[src/rtl/cl_axil_mstr_pkg.sv]
// Shared types and constants for the single-outstanding AXI4-Lite master.
// No ports; imported by cl_axil_mstr.
package cl_axil_mstr_pkg;

   typedef enum logic [1:0] {
      IDLE  = 2'd0,
      BUSY  = 2'd1,
      RSP   = 2'd2,
      DRAIN = 2'd3
   } state_t;

   localparam logic [1:0] OKAY   = 2'b00;
   localparam logic [1:0] SLVERR = 2'b10;

   typedef struct packed {
      logic        wr;
      logic [31:0] addr;
      logic [31:0] wdata;
      logic [3:0]  wstrb;
   } cmd_t;

   typedef struct packed {
      logic        wr;
      logic [31:0] rdata;
      logic [1:0]  resp;
      logic        timeout;
   } rsp_t;

endpackage

[src/rtl/cl_axil_mstr.sv]
// Single-outstanding AXI4-Lite master. Turns a valid/ready command stream
// (one read or one write per command) into AXI-Lite handshakes and returns
// read data / response status on a valid/ready response stream. A timer
// forces an SLVERR response if the slave stalls; whatever the slave sends
// late is drained and dropped so the bus protocol is never violated.
//
// Ports:
//   clk_main_a0, rst_main      clock, synchronous active-high reset
//   cmd_*                      command stream (wr, addr, wdata, wstrb)
//   rsp_*                      response stream (wr, rdata, resp, timeout)
//   m_axil_aw*/w*/b*/ar*/r*    AXI4-Lite master channels
//
// state | meaning
// ------+----------------------------------------------------------------
// IDLE  | cmd_ready high, nothing pending on the bus
// BUSY  | command issued, waiting for B/R handshake or timeout
// RSP   | response presented on rsp_*, held until rsp_ready
// DRAIN | response delivered, finishing leftover handshakes, data dropped
module cl_axil_mstr
   import cl_axil_mstr_pkg::*;
#(
   parameter int unsigned TIMEOUT_CYCLES = 1024
) (
   input  logic        clk_main_a0,
   input  logic        rst_main,

   input  logic        cmd_valid,
   output logic        cmd_ready,
   input  logic        cmd_wr,
   input  logic [31:0] cmd_addr,
   input  logic [31:0] cmd_wdata,
   input  logic [3:0]  cmd_wstrb,

   output logic        rsp_valid,
   input  logic        rsp_ready,
   output logic        rsp_wr,
   output logic [31:0] rsp_rdata,
   output logic [1:0]  rsp_resp,
   output logic        rsp_timeout,

   output logic        m_axil_awvalid,
   input  logic        m_axil_awready,
   output logic [31:0] m_axil_awaddr,
   output logic        m_axil_wvalid,
   input  logic        m_axil_wready,
   output logic [31:0] m_axil_wdata,
   output logic [3:0]  m_axil_wstrb,
   input  logic        m_axil_bvalid,
   output logic        m_axil_bready,
   input  logic [1:0]  m_axil_bresp,
   output logic        m_axil_arvalid,
   input  logic        m_axil_arready,
   output logic [31:0] m_axil_araddr,
   input  logic        m_axil_rvalid,
   output logic        m_axil_rready,
   input  logic [31:0] m_axil_rdata,
   input  logic [1:0]  m_axil_rresp
);

   localparam int TMR_W = (TIMEOUT_CYCLES == 0) ? 1 : $clog2(TIMEOUT_CYCLES + 1);
   localparam bit TMO_EN = (TIMEOUT_CYCLES != 0);
   localparam logic [TMR_W-1:0] TMR_LAST =
      TMR_W'((TIMEOUT_CYCLES == 0) ? 0 : TIMEOUT_CYCLES - 1);

   state_t             state_q, state_d;
   cmd_t               cmd_q;
   rsp_t               rsp_q, rsp_d;
   logic [TMR_W-1:0]   timer_q, timer_d;

   logic aw_pend_q, w_pend_q, b_pend_q, ar_pend_q, r_pend_q;
   logic aw_pend_d, w_pend_d, b_pend_d, ar_pend_d, r_pend_d;
   logic pend_any_d;

   logic accept;
   logic aw_hs, w_hs, b_hs, ar_hs, r_hs;
   logic tmo_hit;

   // Reset gates cmd_ready directly so nothing is accepted in the reset cycle.
   assign cmd_ready = (state_q == IDLE) && !rst_main;
   assign accept    = cmd_valid && cmd_ready;

   assign aw_hs = aw_pend_q && m_axil_awready;
   assign w_hs  = w_pend_q  && m_axil_wready;
   assign b_hs  = b_pend_q  && m_axil_bvalid;
   assign ar_hs = ar_pend_q && m_axil_arready;
   assign r_hs  = r_pend_q  && m_axil_rvalid;

   assign tmo_hit = TMO_EN && (timer_q == TMR_LAST);

   // Each flag clears only on its own channel handshake, so a valid that was
   // raised stays up until the slave takes it, even after a timeout.
   always_comb begin
      aw_pend_d = aw_pend_q;
      w_pend_d  = w_pend_q;
      b_pend_d  = b_pend_q;
      ar_pend_d = ar_pend_q;
      r_pend_d  = r_pend_q;
      if (accept) begin
         aw_pend_d = cmd_wr;
         w_pend_d  = cmd_wr;
         b_pend_d  = cmd_wr;
         ar_pend_d = !cmd_wr;
         r_pend_d  = !cmd_wr;
      end else begin
         if (aw_hs) aw_pend_d = 1'b0;
         if (w_hs)  w_pend_d  = 1'b0;
         if (b_hs)  b_pend_d  = 1'b0;
         if (ar_hs) ar_pend_d = 1'b0;
         if (r_hs)  r_pend_d  = 1'b0;
      end
   end

   assign pend_any_d = aw_pend_d || w_pend_d || b_pend_d || ar_pend_d || r_pend_d;

   always_comb begin
      state_d = state_q;
      timer_d = timer_q;
      rsp_d   = rsp_q;
      case (state_q)
         IDLE: begin
            if (accept) begin
               state_d = BUSY;
               timer_d = '0;
            end
         end
         BUSY: begin
            if (timer_q != '1) timer_d = timer_q + 1'b1;
            // A real response beats a coincident timeout.
            if (b_hs) begin
               rsp_d   = '{wr: 1'b1, rdata: 32'h0, resp: m_axil_bresp, timeout: 1'b0};
               state_d = RSP;
            end else if (r_hs) begin
               rsp_d   = '{wr: 1'b0, rdata: m_axil_rdata, resp: m_axil_rresp, timeout: 1'b0};
               state_d = RSP;
            end else if (tmo_hit) begin
               rsp_d   = '{wr: cmd_q.wr, rdata: 32'h0, resp: SLVERR, timeout: 1'b1};
               state_d = RSP;
            end
         end
         RSP: begin
            if (rsp_ready) state_d = pend_any_d ? DRAIN : IDLE;
         end
         DRAIN: begin
            if (!pend_any_d) state_d = IDLE;
         end
         default: state_d = IDLE;
      endcase
   end

   always_ff @(posedge clk_main_a0) begin
      if (rst_main) begin
         state_q   <= IDLE;
         timer_q   <= '0;
         cmd_q     <= '0;
         rsp_q     <= '{wr: 1'b0, rdata: 32'h0, resp: OKAY, timeout: 1'b0};
         aw_pend_q <= 1'b0;
         w_pend_q  <= 1'b0;
         b_pend_q  <= 1'b0;
         ar_pend_q <= 1'b0;
         r_pend_q  <= 1'b0;
      end else begin
         state_q   <= state_d;
         timer_q   <= timer_d;
         rsp_q     <= rsp_d;
         aw_pend_q <= aw_pend_d;
         w_pend_q  <= w_pend_d;
         b_pend_q  <= b_pend_d;
         ar_pend_q <= ar_pend_d;
         r_pend_q  <= r_pend_d;
         if (accept) begin
            cmd_q <= '{wr: cmd_wr, addr: cmd_addr, wdata: cmd_wdata, wstrb: cmd_wstrb};
         end
      end
   end

   assign m_axil_awvalid = aw_pend_q;
   assign m_axil_wvalid  = w_pend_q;
   assign m_axil_bready  = b_pend_q;
   assign m_axil_arvalid = ar_pend_q;
   assign m_axil_rready  = r_pend_q;

   assign m_axil_awaddr  = cmd_q.addr;
   assign m_axil_araddr  = cmd_q.addr;
   assign m_axil_wdata   = cmd_q.wdata;
   assign m_axil_wstrb   = cmd_q.wstrb;

   assign rsp_valid   = (state_q == RSP);
   assign rsp_wr      = rsp_q.wr;
   assign rsp_rdata   = rsp_q.rdata;
   assign rsp_resp    = rsp_q.resp;
   assign rsp_timeout = rsp_q.timeout;

endmodule
[config.mk]
export PLATFORM = sky130hd
export DESIGN_NAME = cl_axil_mstr
export DESIGN_NICKNAME = d
export VERILOG_FILES = /design/src/rtl/cl_axil_mstr_pkg.sv /design/src/rtl/cl_axil_mstr.sv
export SDC_FILE = /design/constraint.sdc
export NUM_CORES = 1
export LEC_CHECK = 0
export ABC_AREA = 1
export BUFFER_PORTS_ARGS = -buffer_cell sky130_fd_sc_hd__buf_2
export CORE_MARGIN = 2
export CORE_UTILIZATION = 27
export CTS_BUF_LIST = sky130_fd_sc_hd__clkbuf_4
export DETAILED_ROUTE_END_ITERATION = 10
export HOLD_SLACK_MARGIN = 0.1
export PLACE_DENSITY = 0.58
export RECOVER_POWER = 25
export REMOVE_ABC_BUFFERS = 1
export SETUP_SLACK_MARGIN = 0.1
export SYNTH_ARGS = -nofsm -noshare
export SYNTH_HDL_FRONTEND = slang
export SYNTH_SLANG_ARGS = --single-unit
[constraint.sdc]
create_clock -name clk_main_a0 -period 2 [get_ports clk_main_a0]
set_clock_uncertainty 0.15 [all_clocks]
set_input_delay 0.1 -clock clk_main_a0 [delete_from_list [all_inputs] [get_ports clk_main_a0]]
set_output_delay 0.1 -clock clk_main_a0 [all_outputs]
set_load 0.02 [all_outputs]
### Word-level counts from Yosys, hierarchy flattened

Index checks and enable logic that the tools add are counted.

| operators by class | value |
|---|---|
| multiplexer cells | 24 |
| add/sub/neg operators | 1 |
| eq/ne operators | 10 |
| div/mod/pow operators | 0 |
| multiply operators | 0 |
| shift operators | 0 |
| reduce and logical (&&, ||, !) cells | 19 |
| magnitude comparators | 0 |
| bitwise gates (word level) | 0 |

Operators by type and width:

| operator | count |
|---|---|
| $mux W36 | 3 |
| $mux W11 | 2 |
| $pmux W11 S2 | 1 |
| $mux W2 | 7 |
| $add A11 B1 Y11 const B | 1 |
| $eq A11 B10 Y1 const B | 1 |
| $ne A11 B11 Y1 const B | 1 |
| $mux W1 | 10 |
| $pmux W2 S4 | 1 |
| $logic_and A1 B1 Y1 | 7 |
| $ne A2 B2 Y1 const B | 3 |
| $eq A2 B2 Y1 const B | 2 |
| $logic_or A1 B1 Y1 | 4 |
| $ne A4 B4 Y1 const B | 1 |
| $reduce_and A4 Y1 | 1 |
| $reduce_and A3 Y1 | 1 |
| $reduce_bool A3 Y1 | 1 |
| $eq A2 B1 Y1 const B | 1 |
| $logic_not A1 Y1 | 2 |
| $logic_not A2 Y1 | 1 |
| $ne A2 B1 Y1 const B | 1 |
| $reduce_and A2 Y1 | 1 |
| $reduce_bool A2 Y1 | 1 |

| storage, ports and cells | value |
|---|---|
| ROM bits | 0 |
| latch bits | 0 |
| memories | 0 |
| register bits | 123 |
| word-level logic and storage cells | 69 |
| output and inout port bits | 143 |
| RAM bits | 0 |

### Logic depth before layout (Yosys ltp)

Gate-level depths: netlist of the first run.

| depth | value |
|---|---|
| depth in word-level cells | 11 |
| mapped depth | 11 |

### Worst setup path before layout of the first run

No wires, ideal clock.

| path | value |
|---|---|
| path type | register to register |
| start | register timer_q[0] |
| end | register rsp_q (netlist bit rsp_rdata[26]) |
| library setup time | 0.116 ns |
| arrival time | 1.559 ns |
| stages on the path, launching flop included | 11 |
| path buffers | 2 |
| clock period less this slack | 1.825 ns |
| setup slack | 0.175 ns |
| cell sequence | dfxtp_1 > ha_1 > nand2_1 > nor2_2 > nand3_1 > nand3_1 > nand3_1 > buf_4 > buf_4 > a21oi_1 > nor2_1 |

| on the way | value |
|---|---|
| word-level cells in the longest chain between the ends | 3 |

Ends and longest elaborated chain:

| element | RTL line | text |
|---|---|---|
| start, declared | cl_axil_mstr.sv:68 | `logic [TMR_W-1:0] timer_q, timer_d;` |
| start signal, assigned | cl_axil_mstr.sv:163 | `timer_q <= timer_d;` |
| $eq A11 B10 Y1 | cl_axil_mstr.sv:88 | `assign tmo_hit = TMO_EN && (timer_q == TMR_LAST);` |
| $reduce_bool A3 Y1 (no line) | n/a |  |
| $reduce_and A2 Y1 (no line) | n/a |  |
| end signal, assigned | cl_axil_mstr.sv:155 | `rsp_q <= '{wr: 1'b0, rdata: 32'h0, resp: OKAY, timeout: 1'b0};` |
| end signal, assigned | cl_axil_mstr.sv:164 | `rsp_q <= rsp_d;` |
| end, declared | cl_axil_mstr.sv:67 | `rsp_t rsp_q, rsp_d;` |

Every way passes these cells.
A chain may end at the register's enable or synchronous reset.

### Worst setup path in the final report of the first run

| path | value |
|---|---|
| start | register state_q[1] |
| end | register b_pend_q, in the netlist m_axil_bready |

| on the way | value |
|---|---|
| word-level cells in the longest chain between the ends | 4 |

Ends and longest elaborated chain:

| element | RTL line | text |
|---|---|---|
| start, declared | cl_axil_mstr.sv:65 | `state_t state_q, state_d;` |
| start signal, assigned | cl_axil_mstr.sv:162 | `state_q <= state_d;` |
| $logic_not A2 Y1 | cl_axil_mstr.sv:79 | `assign cmd_ready = (state_q == IDLE) && !rst_main;` |
| $logic_and A1 B1 Y1 | cl_axil_mstr.sv:79 |  |
| $logic_and A1 B1 Y1 | cl_axil_mstr.sv:80 | `assign accept = cmd_valid && cmd_ready;` |
| $mux W1 | cl_axil_mstr.sv:98 | `if (accept) begin` |
| end signal, assigned | cl_axil_mstr.sv:167 | `b_pend_q <= b_pend_d;` |
| end, declared | cl_axil_mstr.sv:70 | `logic aw_pend_q, w_pend_q, b_pend_q, ar_pend_q, r_pend_q;` |

Every way passes these cells.

==> flow_summary.json, run 1 <==
{
  "grt_antenna_before_repair": 0,
  "count_of_nets_left_with_antenna_violations_after_detail_routing": 0,
  "synth_sequential_area_ratio_pct": 48.5,
  "clock_tree.root_cell": "sky130_fd_sc_hd__clkbuf_4",
  "post-route-min-period_ns": 1.83,
  "die_h_um": 141,
  "clk-insertion-delay-late_ns": 0.52,
  "post-synth-top-area-fraction_pct": 48.5,
  "post_synth_inst_count": 569,
  "netlist_area_mm2": 0.00508,
  "crit_path_end_kind": "flip-flop",
  "critPathLaunchType": "flip-flop",
  "power_density_mw_per_mm2": 861,
  "global_route_wire_length_before_repair_um": 23800,
  "postSynthRegisterBits": 123,
  "final_net_count": 987,
  "vdd.ir_drop.worst_mv": 0.381,
  "die_width_um": 141,
  "timing_worst_setup_path_type": "flip-flop to flip-flop",
  "tritoncts": "done",
  "layout.core_utilization_pct": 41.1,
  "clkTransAtPathRegs_ns": 0.13,
  "detail_route.vias_per_cell": 4.42,
  "worst_path_largest_cell_delay_ns": 0.57,
  "synth_top_family_by_area": "compound AO/OA/AOI/OAI gates",
  "drc": 0,
  "synth_adder_area_share_pct": 0.246,
  "critPathLaunch": "state_q[1]$_SDFFE_PP0P_",
  "path_cells": "nor2_4 -> nand3_4 -> buf_4 -> nand2_1 -> dlygate4sd3_1 -> a21oi_1",
  "port_buffers": 256,
  "groute.layer.met1.usage_pct": 17.9,
  "fp.dieArea_mm2": 0.0199,
  "tritoncts.num_buffers": 17,
  "crit_path_leading_delay_family": "buffers and inverters",
  "grt.met2_usage_pct": 24.5,
  "netlist_top_cells_area": "sky130_fd_sc_hd__dfxtp_1 (48%), sky130_fd_sc_hd__buf_4 (15%), sky130_fd_sc_hd__a22o_1 (12%)",
  "number_of_setup_violations_in_the_final_report": 0,
  "post_drt_wl_per_cell_um": 13.6,
  "dp.final_hpwl_um": 9080,
  "fp-row-count": 50,
  "largest_net_degree_at_the_start_of_global_routing": 69,
  "netlist.top_cell.by_area": "sky130_fd_sc_hd__dfxtp_1",
  "clockBufferDepth": 2,
  "via_count": 4950,
  "overall_power_consumption_mw": 6.58,
  "critical-path-slowest-cell": "sky130_fd_sc_hd__dlygate4sd3_1",
  "cts.sinks": 123,
  "initialDrtViolationCount": 256,
  "reg2reg_from": "state_q[1]$_SDFFE_PP0P_",
  "io-pin-count": 257,
  "met3_usage_pct": 4.52,
  "synth_xor_area_share_pct": 0.172,
  "gp_routability_congestion": 0.811,
  "p_leak_nw": 3.52,
  "post_synth.cell_area_avg_um2": 8.93,
  "synth_simple_gate_area_share_pct": 10.3,
  "hold_path_startpoint": "cmd_addr[26]",
  "arrival_time_at_the_worst_endpoint_ns": 2.15,
  "cp_data_required_time_ns": 2.32,
  "hold_violations": 0,
  "filler_cell_count": 1804,
  "htree_num_levels": 4,
  "max_cap_viol_count": 0,
  "slew_limit_headroom_pct": 75.2,
  "start_util_pct": 27.3,
  "post_synth_cell_types": 22,
  "grt_usage_pct": 14.8,
  "syn_to_final_growth_pct": 50.4,
  "min-delay-path-class": "primary input to flip-flop",
  "path_max_fanout": 9,
  "grt_most_used_layer": "met2",
  "timing_worst_slew_pin_value_ns": 0.371,
  "ys.warnings.count": 0,
  "status": "completed",
  "via_count_of_the_first_global_routing_pass": 4870,
  "wl_um": 15200,
  "globalRouteOverflowTotal": 0,
  "floorplan.core_area_mm2": 0.0186,
  "grt_setup_unrepaired": "true",
  "diodes": 0,
  "synth_mux_area_share_pct": 0,
  "final_layout_size_suffix_gt1_share_pct": 28.7,
  "min_period_over_period_pct": 91.7,
  "cp.buffers_inverters": 2,
  "share_of_the_synthesized_area_in_compound_gates_ao_oa_aoi_oai_pct": 21.1,
  "timing.final.max_slew_violations": 0,
  "timing.fmax_mhz": 545,
  "drt_pre_antenna_iters": 4
}
==> through the flow <==
stage | setup TNS (ns) | worst slack [ns] | std cells | area (µm²) | hold slack [ns]
2_1_floorplan | -160.22 | -1.98 | 438 | 4180 | 0.0191
3_3_place_gp | 0 | 0.153 | 942 | 5900 | 0.165
3_5_place_dp | 0 | 0.0969 | 942 | 5900 | 0.169
4_1_cts | 0 | 0.102 | 1118 | 7660 | 0.100
5_1_grt | 0 | 0.0788 | 1119 | 7640 | 0.107
6_report | 0 | 0.166 | 1119 | 7640 | 0.173
==> final timing paths <==
kind / to / slack, ns / cells past startpoint
setup / recovery: m_axil_bready$_SDFF_PP0_ / 0.17 / 6
hold / removal: m_axil_araddr[26]$_SDFFE_PP0P_ / 0.17 / 3
setup reg to reg: m_axil_bready$_SDFF_PP0_ / 0.17 / 6
hold reg to reg: cmd_q[68]$_SDFFE_PP0P_ / 0.34 / 2
==> state kept, by name, summed over array words and instances, names as in the netlist, 2 cells and up <==
| name | flops |
|---|---|
| m_axil_wstrb | 4 |
| rsp_resp | 2 |
| timer_q | 11 |
| m_axil_wdata | 32 |
| state_q | 2 |
| rsp_rdata | 32 |
| m_axil_araddr | 32 |
==> layer usage <==
layer	share of wire (%)	vias to the layer above
met4	1.3	0
met3	7.9	17
met1	44	2269
met5	0	-
li1	-	2440
met2	47	224
==> cell usage after synthesis <==
master and number:
sky130_fd_sc_hd__inv_1 22, sky130_fd_sc_hd__nand3_4 1, sky130_fd_sc_hd__dfxtp_1 123, sky130_fd_sc_hd__inv_2 5, sky130_fd_sc_hd__a21oi_1 49, sky130_fd_sc_hd__or2_2 1
sky130_fd_sc_hd__xor2_1 1, sky130_fd_sc_hd__nand4_1 4, sky130_fd_sc_hd__nand3_1 13, sky130_fd_sc_hd__nor3_1 4, sky130_fd_sc_hd__buf_2 15, sky130_fd_sc_hd__buf_1 3
sky130_fd_sc_hd__clkbuf_1 9, sky130_fd_sc_hd__nor2_4 1, sky130_fd_sc_hd__o21ai_1 4, sky130_fd_sc_hd__nor2_1 62, sky130_fd_sc_hd__nor2_2 2, sky130_fd_sc_hd__a22o_1 68
sky130_fd_sc_hd__buf_4 104, sky130_fd_sc_hd__ha_1 1, sky130_fd_sc_hd__o21ai_0 42, sky130_fd_sc_hd__nand2_1 35
==> cell families (layout without fill, tap and decap cells) <==
| logic type | count (synthesis) | count (layout) |
|---|---|---|
| compound gates | 163 | 163 |
| xor+xnor | 1 | 1 |
| fa+ha+maj | 1 | 1 |
| buf+inv | 158 | 474 |
| flops | 123 | 123 |
| simple gates | 123 | 123 |
==> placed cells by master (no fill, tap or decap), types with 6 or more instances in the layout <==
| cell type | count |
|---|---|
| sky130_fd_sc_hd__nand2_1 | 35 |
| sky130_fd_sc_hd__inv_1 | 21 |
| sky130_fd_sc_hd__dlygate4sd3_1 | 144 |
| sky130_fd_sc_hd__clkbuf_1 | 66 |
| sky130_fd_sc_hd__clkbuf_4 | 17 |
| sky130_fd_sc_hd__inv_2 | 6 |
| sky130_fd_sc_hd__nor2_1 | 61 |
| sky130_fd_sc_hd__a21oi_1 | 49 |
| sky130_fd_sc_hd__a22o_1 | 68 |
| sky130_fd_sc_hd__buf_2 | 190 |
| sky130_fd_sc_hd__dfxtp_1 | 121 |
| sky130_fd_sc_hd__o21ai_0 | 41 |
| sky130_fd_sc_hd__nand3_1 | 11 |
| sky130_fd_sc_hd__buf_4 | 10 |
==> power by group <==
part | internal, mW | switching, mW | total (mW) | leakage (nW)
registers | 2.71 | 0.175 | 2.89 | 1.01
logic | 0.714 | 0.996 | 1.71 | 2.36
clock network | 0.892 | 1.08 | 1.98 | 0.158
total | 4.32 | 2.25 | 6.58 | 3.52
==> tightest hold or removal path: cells and delay by family <==
| family | cells | cell delay, ns |
|---|---|---|
| buf+inv | 2 | 0.62 |
| compound gates | 1 | 0.11 |
==> repair_timing <==
action / 4_1_cts / 5_1_grt
buffers inserted: 0 / 0
setup endpoints to repair: 0 / 46
gates resized for setup: 0 / 10
hold buffers: 144 / 0
endpoints found under the hold margin: 123 / 0
==> final cells by class <==
| type | count | area (µm²) | area share, % |
|---|---|---|---|
| repair buffers | 415 | 2810 | 36.8 |
| flip-flops and latches | 123 | 2460 | 32.3 |
| multi-input cells | 288 | 1650 | 21.6 |
| well taps | 234 | 293 | 3.83 |
| clock inverters | 15 | 189 | 2.47 |
| clock buffers | 17 | 128 | 1.67 |
| inverters | 27 | 101 | 1.33 |
No activity file was read; power rests on OpenSTA's default activity.
==> inputs of run 2 (changes only) <==
- CTS_CLUSTER_SIZE: not set -> 12
- MAX_ROUTING_LAYER: not set -> met4
==> flow_summary.json, run 2 (synthesis gave the netlist of run 1 again) <==
{
  "start_util_pct": 27.3,
  "cp.buffers_inverters": 2,
  "crit_path_end_kind": "flip-flop",
  "wl_met3_um": 1020,
  "grt_antenna_before_repair": 1,
  "fp.dieArea_mm2": 0.0199,
  "io-pin-count": 257,
  "drt_pre_antenna_iters": 5,
  "post-route-min-period_ns": 1.76,
  "critical-path-slowest-cell": "sky130_fd_sc_hd__dfxtp_2",
  "fp-row-count": 50,
  "max_cap_viol_count": 0,
  "vdd.ir_drop.worst_mv": 0.363,
  "grt_usage_pct": 15.0,
  "die_h_um": 141,
  "timing_worst_slew_pin_value_ns": 0.385,
  "min-delay-path-class": "primary input to flip-flop",
  "arrival_time_at_the_worst_endpoint_ns": 2.05,
  "crit_path_leading_delay_family": "simple AND/OR/NAND/NOR gates",
  "overall_power_consumption_mw": 6.46,
  "whs_path_depth": 3,
  "cts_setup_buffers": 0,
  "final_cell_count_no_fill": 1103,
  "htree_num_levels": 4,
  "min_period_over_period_pct": 88.0,
  "floorplan.core_area_mm2": 0.0186,
  "hold_violations": 0,
  "clk-insertion-delay-late_ns": 0.51,
  "gp_routability_congestion": 0.850,
  "slew_limit_headroom_pct": 74.3,
  "clock_tree.root_cell": "sky130_fd_sc_hd__clkbuf_4",
  "global_route_wire_length_before_repair_um": 23300,
  "die_width_um": 141,
  "filler_cell_count": 1847,
  "worst_path_most_repeated_cell": "sky130_fd_sc_hd__nand2_2",
  "timing.final.max_slew_violations": 0,
  "drc": 0,
  "port_buffers": 256,
  "worst_path_largest_cell_delay_ns": 0.36,
  "clockBufferDepth": 2,
  "path_cells": "ha_2 -> nand2_2 -> nor2_2 -> buf_4 -> nand3_1 -> nand2_2 -> nand2_2 -> buf_4 -> o21ai_0 -> o21ai_0 -> nor2_1",
  "cts.sinks": 123,
  "worstRegToRegCells": 11,
  "final_cell_mix": "sky130_fd_sc_hd__buf_2 (190), sky130_fd_sc_hd__dlygate4sd3_1 (125), sky130_fd_sc_hd__dfxtp_1 (120)",
  "p_leak_nw": 3.45,
  "post_drt_wl_per_cell_um": 13.8,
  "final_net_count": 970,
  "grt_setup_unrepaired": "false",
  "routed_length_on_met2_um": 7240,
  "routedLengthMet1_um": 6710,
  "globalRouteOverflowTotal": 0,
  "clkTransAtPathRegs_ns": 0.12,
  "path_max_fanout": 5,
  "timing.fmax_mhz": 568,
  "final_layout_size_suffix_gt1_share_pct": 29.8,
  "syn_to_final_growth_pct": 46.6,
  "status": "completed",
  "wl_um": 15200,
  "largest_net_degree_at_the_start_of_global_routing": 69,
  "top_layer_used": "met4",
  "cp_num_cells": 11,
  "via_count_of_the_first_global_routing_pass": 4837,
  "number_of_setup_violations_in_the_final_report": 0,
  "count_of_nets_left_with_antenna_violations_after_detail_routing": 0,
  "initialDrtViolationCount": 226,
  "tritoncts.num_buffers": 17,
  "dp.final_hpwl_um": 9170,
  "timing_worst_setup_path_type": "flip-flop to flip-flop",
  "critPathLaunchType": "flip-flop",
  "placed_cells_incl_taps": 944,
  "mostFrequentLayoutCell": "sky130_fd_sc_hd__buf_2",
  "via_count": 4925,
  "cp_data_required_time_ns": 2.29,
  "tritoncts": "done",
  "power_density_mw_per_mm2": 867,
  "detail_route.vias_per_cell": 4.47
}
==> run 2: cell types whose count changed in the layout (fill, tap and decap cells not counted), sizes merged <==
cell	previous run	this run
diode	0	1
buf	204	206
inv	33	28
clkinv	2	8
clkinvlp	4	3
dlygate4sd3	144	125
==> run 2: cell type report <==
| cell class | instances | area (µm²) | area share, % |
|---|---|---|---|
| Inverter | 27 | 101 | 1.36 |
| Tap cell | 234 | 293 | 3.93 |
| Antenna cell | 1 | 2.50 | 0.0336 |
| Clock inverter | 15 | 174 | 2.34 |
| Sequential cell | 123 | 2470 | 33.1 |
| Timing Repair Buffer | 398 | 2640 | 35.4 |
| Multi-Input combinational cell | 288 | 1650 | 22.1 |
| Clock buffer | 17 | 128 | 1.71 |
==> run 2: final timing paths <==
| path | startpoint | end | slack (ns) |
|---|---|---|---|
| setup / recovery | timer_q[0]$_SDFFE_PP0P_ | timer_q[0]$_SDFFE_PP0P_ | 0.24 |
| hold / removal | cmd_wdata[16] | m_axil_wdata[16]$_SDFFE_PP0P_ | 0.18 |
| setup reg to reg | timer_q[0]$_SDFFE_PP0P_ | timer_q[0]$_SDFFE_PP0P_ | 0.24 |
| hold reg to reg | rsp_timeout$_SDFFE_PP0P_ | rsp_timeout$_SDFFE_PP0P_ | 0.33 |
==> run 2: power breakdown <==
| part | switching, mW | internal [mW] |
|---|---|---|
| clock network | 1.01 | 0.864 |
| logic | 0.999 | 0.696 |
| registers | 0.171 | 2.71 |
| total | 2.18 | 4.27 |
==> run 2: timing repair <==
item	CTS	global route
endpoints found under the setup margin	0	43
resized for setup	0	14
hold buffers	125	0
hold endpoints to repair	120	0
==> run 2: worst register-to-register path: stages (launching register included) <==
cell and delay, ns:
sky130_fd_sc_hd__dfxtp_2 0.36, sky130_fd_sc_hd__ha_2 0.19, sky130_fd_sc_hd__nand2_2 0.06, sky130_fd_sc_hd__nor2_2 0.10, sky130_fd_sc_hd__buf_4 0.14, sky130_fd_sc_hd__nand3_1 0.09
sky130_fd_sc_hd__nand2_2 0.10, sky130_fd_sc_hd__nand2_2 0.08, sky130_fd_sc_hd__buf_4 0.15, sky130_fd_sc_hd__o21ai_0 0.07, sky130_fd_sc_hd__o21ai_0 0.10, sky130_fd_sc_hd__nor2_1 0.10
==> run 2: stage by stage <==
step	utilization, %	cell area, µm²	hold WS [ns]	TNS [ns]	setup slack (ns)
floorplan	-	4180	0.0191	-160.22	-1.98
global placement	31.8	5920	0.165	0	0.246
detailed placement	31.8	5920	0.169	0	0.198
CTS	40.2	7470	0.101	0	0.183
global route	40.1	7450	0.120	0	0.0960
finish	40.1	7450	0.176	0	0.240
==> run 2: per-layer routing <==
metal,vias up,global-route usage (%)
li1,2410,-
met1,2260,17.8
met2,234,24.3
met3,21,3.46
met4,0,6.42
met5,-,-
==> inputs of run 3 (changes only) <==
- CELL_PAD_IN_SITES_DETAIL_PLACEMENT: not set -> 0
- CELL_PAD_IN_SITES_GLOBAL_PLACEMENT: not set -> 1
- PLACE_DENSITY: 0.58 -> 0.75
==> flow_summary.json, run 3 (synthesis gave the netlist of run 1 again) <==
{
  "timing_worst_slew_pin_value_ns": 0.360,
  "global_route_wire_length_before_repair_um": 22700,
  "wl_um": 14600,
  "clk-insertion-delay-late_ns": 0.51,
  "final_layout_size_suffix_gt1_share_pct": 30.0,
  "post-route-min-period_ns": 1.74,
  "port_buffers": 256,
  "critPathLaunchType": "flip-flop",
  "path_max_fanout": 19,
  "worstRegToRegCells": 9,
  "clockBufferDepth": 2,
  "max_cap_viol_count": 0,
  "gp_routability_congestion": 0.781,
  "post_drt_wl_per_cell_um": 13.3,
  "grt_usage_pct": 14.6,
  "detail_route.vias_per_cell": 4.31,
  "timing_worst_setup_path_type": "flip-flop to flip-flop",
  "arrival_time_at_the_worst_endpoint_ns": 2.01,
  "timing.final.max_slew_violations": 0,
  "cp_data_required_time_ns": 2.26,
  "final_net_count": 964,
  "fp-row-count": 50,
  "vdd.ir_drop.worst_mv": 0.373,
  "largest_net_degree_at_the_start_of_global_routing": 69,
  "cts.sinks": 123,
  "die_h_um": 141,
  "final_cell_count_no_fill": 1098,
  "slew_limit_headroom_pct": 76.0,
  "grt_setup_unrepaired": "true",
  "clock_tree.root_cell": "sky130_fd_sc_hd__clkbuf_4",
  "via_count": 4735,
  "mostFrequentLayoutCell": "sky130_fd_sc_hd__buf_2",
  "placed_cells_incl_taps": 946,
  "status": "completed",
  "grt_antenna_before_repair": 1,
  "power_density_mw_per_mm2": 896,
  "floorplan.core_area_mm2": 0.0186,
  "count_of_nets_left_with_antenna_violations_after_detail_routing": 0,
  "die_width_um": 141,
  "initialDrtViolationCount": 214,
  "final-seq-area_mm2": 0.00247,
  "tritoncts": "done",
  "hold_violations": 0,
  "htree_num_levels": 4,
  "via_count_of_the_first_global_routing_pass": 4531,
  "p_leak_nw": 3.45,
  "start_util_pct": 27.3,
  "dp.final_hpwl_um": 9550,
  "drt_pre_antenna_iters": 4,
  "clkTransAtPathRegs_ns": 0.13,
  "multi_input_area_mm2": 0.00164,
  "number_of_setup_violations_in_the_final_report": 0,
  "whs_path_depth": 3,
  "fp.dieArea_mm2": 0.0199,
  "crit_path_end_kind": "flip-flop",
  "layout.core_utilization_pct": 39.9,
  "min-delay-path-class": "primary input to flip-flop",
  "timing.fmax_mhz": 574,
  "final_cell_mix": "sky130_fd_sc_hd__buf_2 (190), sky130_fd_sc_hd__dfxtp_1 (118), sky130_fd_sc_hd__dlygate4sd3_1 (117)",
  "drc": 0,
  "filler_cell_count": 1836,
  "min_period_over_period_pct": 87.1,
  "tritoncts.num_buffers": 17,
  "io-pin-count": 257,
  "syn_to_final_growth_pct": 45.8,
  "globalRouteOverflowTotal": 0,
  "holdWs_ns": 0.164
}
run 3: final timing paths:
path,startpoint,end,slack [ns]
max,timer_q[0]$_SDFFE_PP0P_,rsp_resp[1]$_SDFFE_PP0P_,0.26
min,cmd_addr[29],m_axil_araddr[29]$_SDFFE_PP0P_,0.16
max reg2reg,timer_q[0]$_SDFFE_PP0P_,rsp_resp[1]$_SDFFE_PP0P_,0.26
min reg2reg,cmd_q[68]$_SDFFE_PP0P_,cmd_q[68]$_SDFFE_PP0P_,0.32
run 3: metal layers:
layer  global-route usage, %  share of wire, %
met4                    5.37               1.2
met3                    3.02               6.1
met1                    17.9                45
met2                    23.9                47
met5                       -                 0
run 3: power breakdown:
part / switching [mW] / internal, mW / leakage [nW]
combinational: 0.980 / 0.687 / 2.26
clock: 1.07 / 1.02 / 0.181
sequential: 0.168 / 2.72 / 1.01
run 3: what timing repair did:
action	in CTS	in global routing
setup endpoints to repair	0	45
hold buffers	116	1
endpoints found under the hold margin	121	1
setup buffers	0	1
gates resized for setup	0	10
run 3: layout make-up:
class                   instances  area share [%]
multi-input cells             288            22.1
diodes                          2          0.0676
well taps                     234            3.95
repair buffers                392            34.6
clock inverters                15            2.84
clock buffers                  17            1.72
inverters                      27            1.37
flip-flops and latches        123            33.3
run 3: through the flow:
step           TNS [ns]  setup WS [ns]  instance area (µm²)  power, mW
6_report              0          0.258                 7400       6.64
3_3_place_gp          0          0.207                 5940       4.45
2_1_floorplan   -160.22          -1.98                 4180       3.77
5_1_grt               0         0.0938                 7400       7.00
3_5_place_dp          0          0.163                 5940       4.45
4_1_cts               0          0.137                 7440       6.74
run 3: worst max-delay path, stage by stage (launching register included):
cell and delay [ns]:
sky130_fd_sc_hd__dfxtp_2 0.36, sky130_fd_sc_hd__ha_1 0.16, sky130_fd_sc_hd__nand2_1 0.10, sky130_fd_sc_hd__nor2_4 0.11, sky130_fd_sc_hd__nand3_1 0.08, sky130_fd_sc_hd__nand3_1 0.11
sky130_fd_sc_hd__nand3_2 0.11, sky130_fd_sc_hd__buf_4 0.22, sky130_fd_sc_hd__o21ai_0 0.18, sky130_fd_sc_hd__nor2_1 0.06
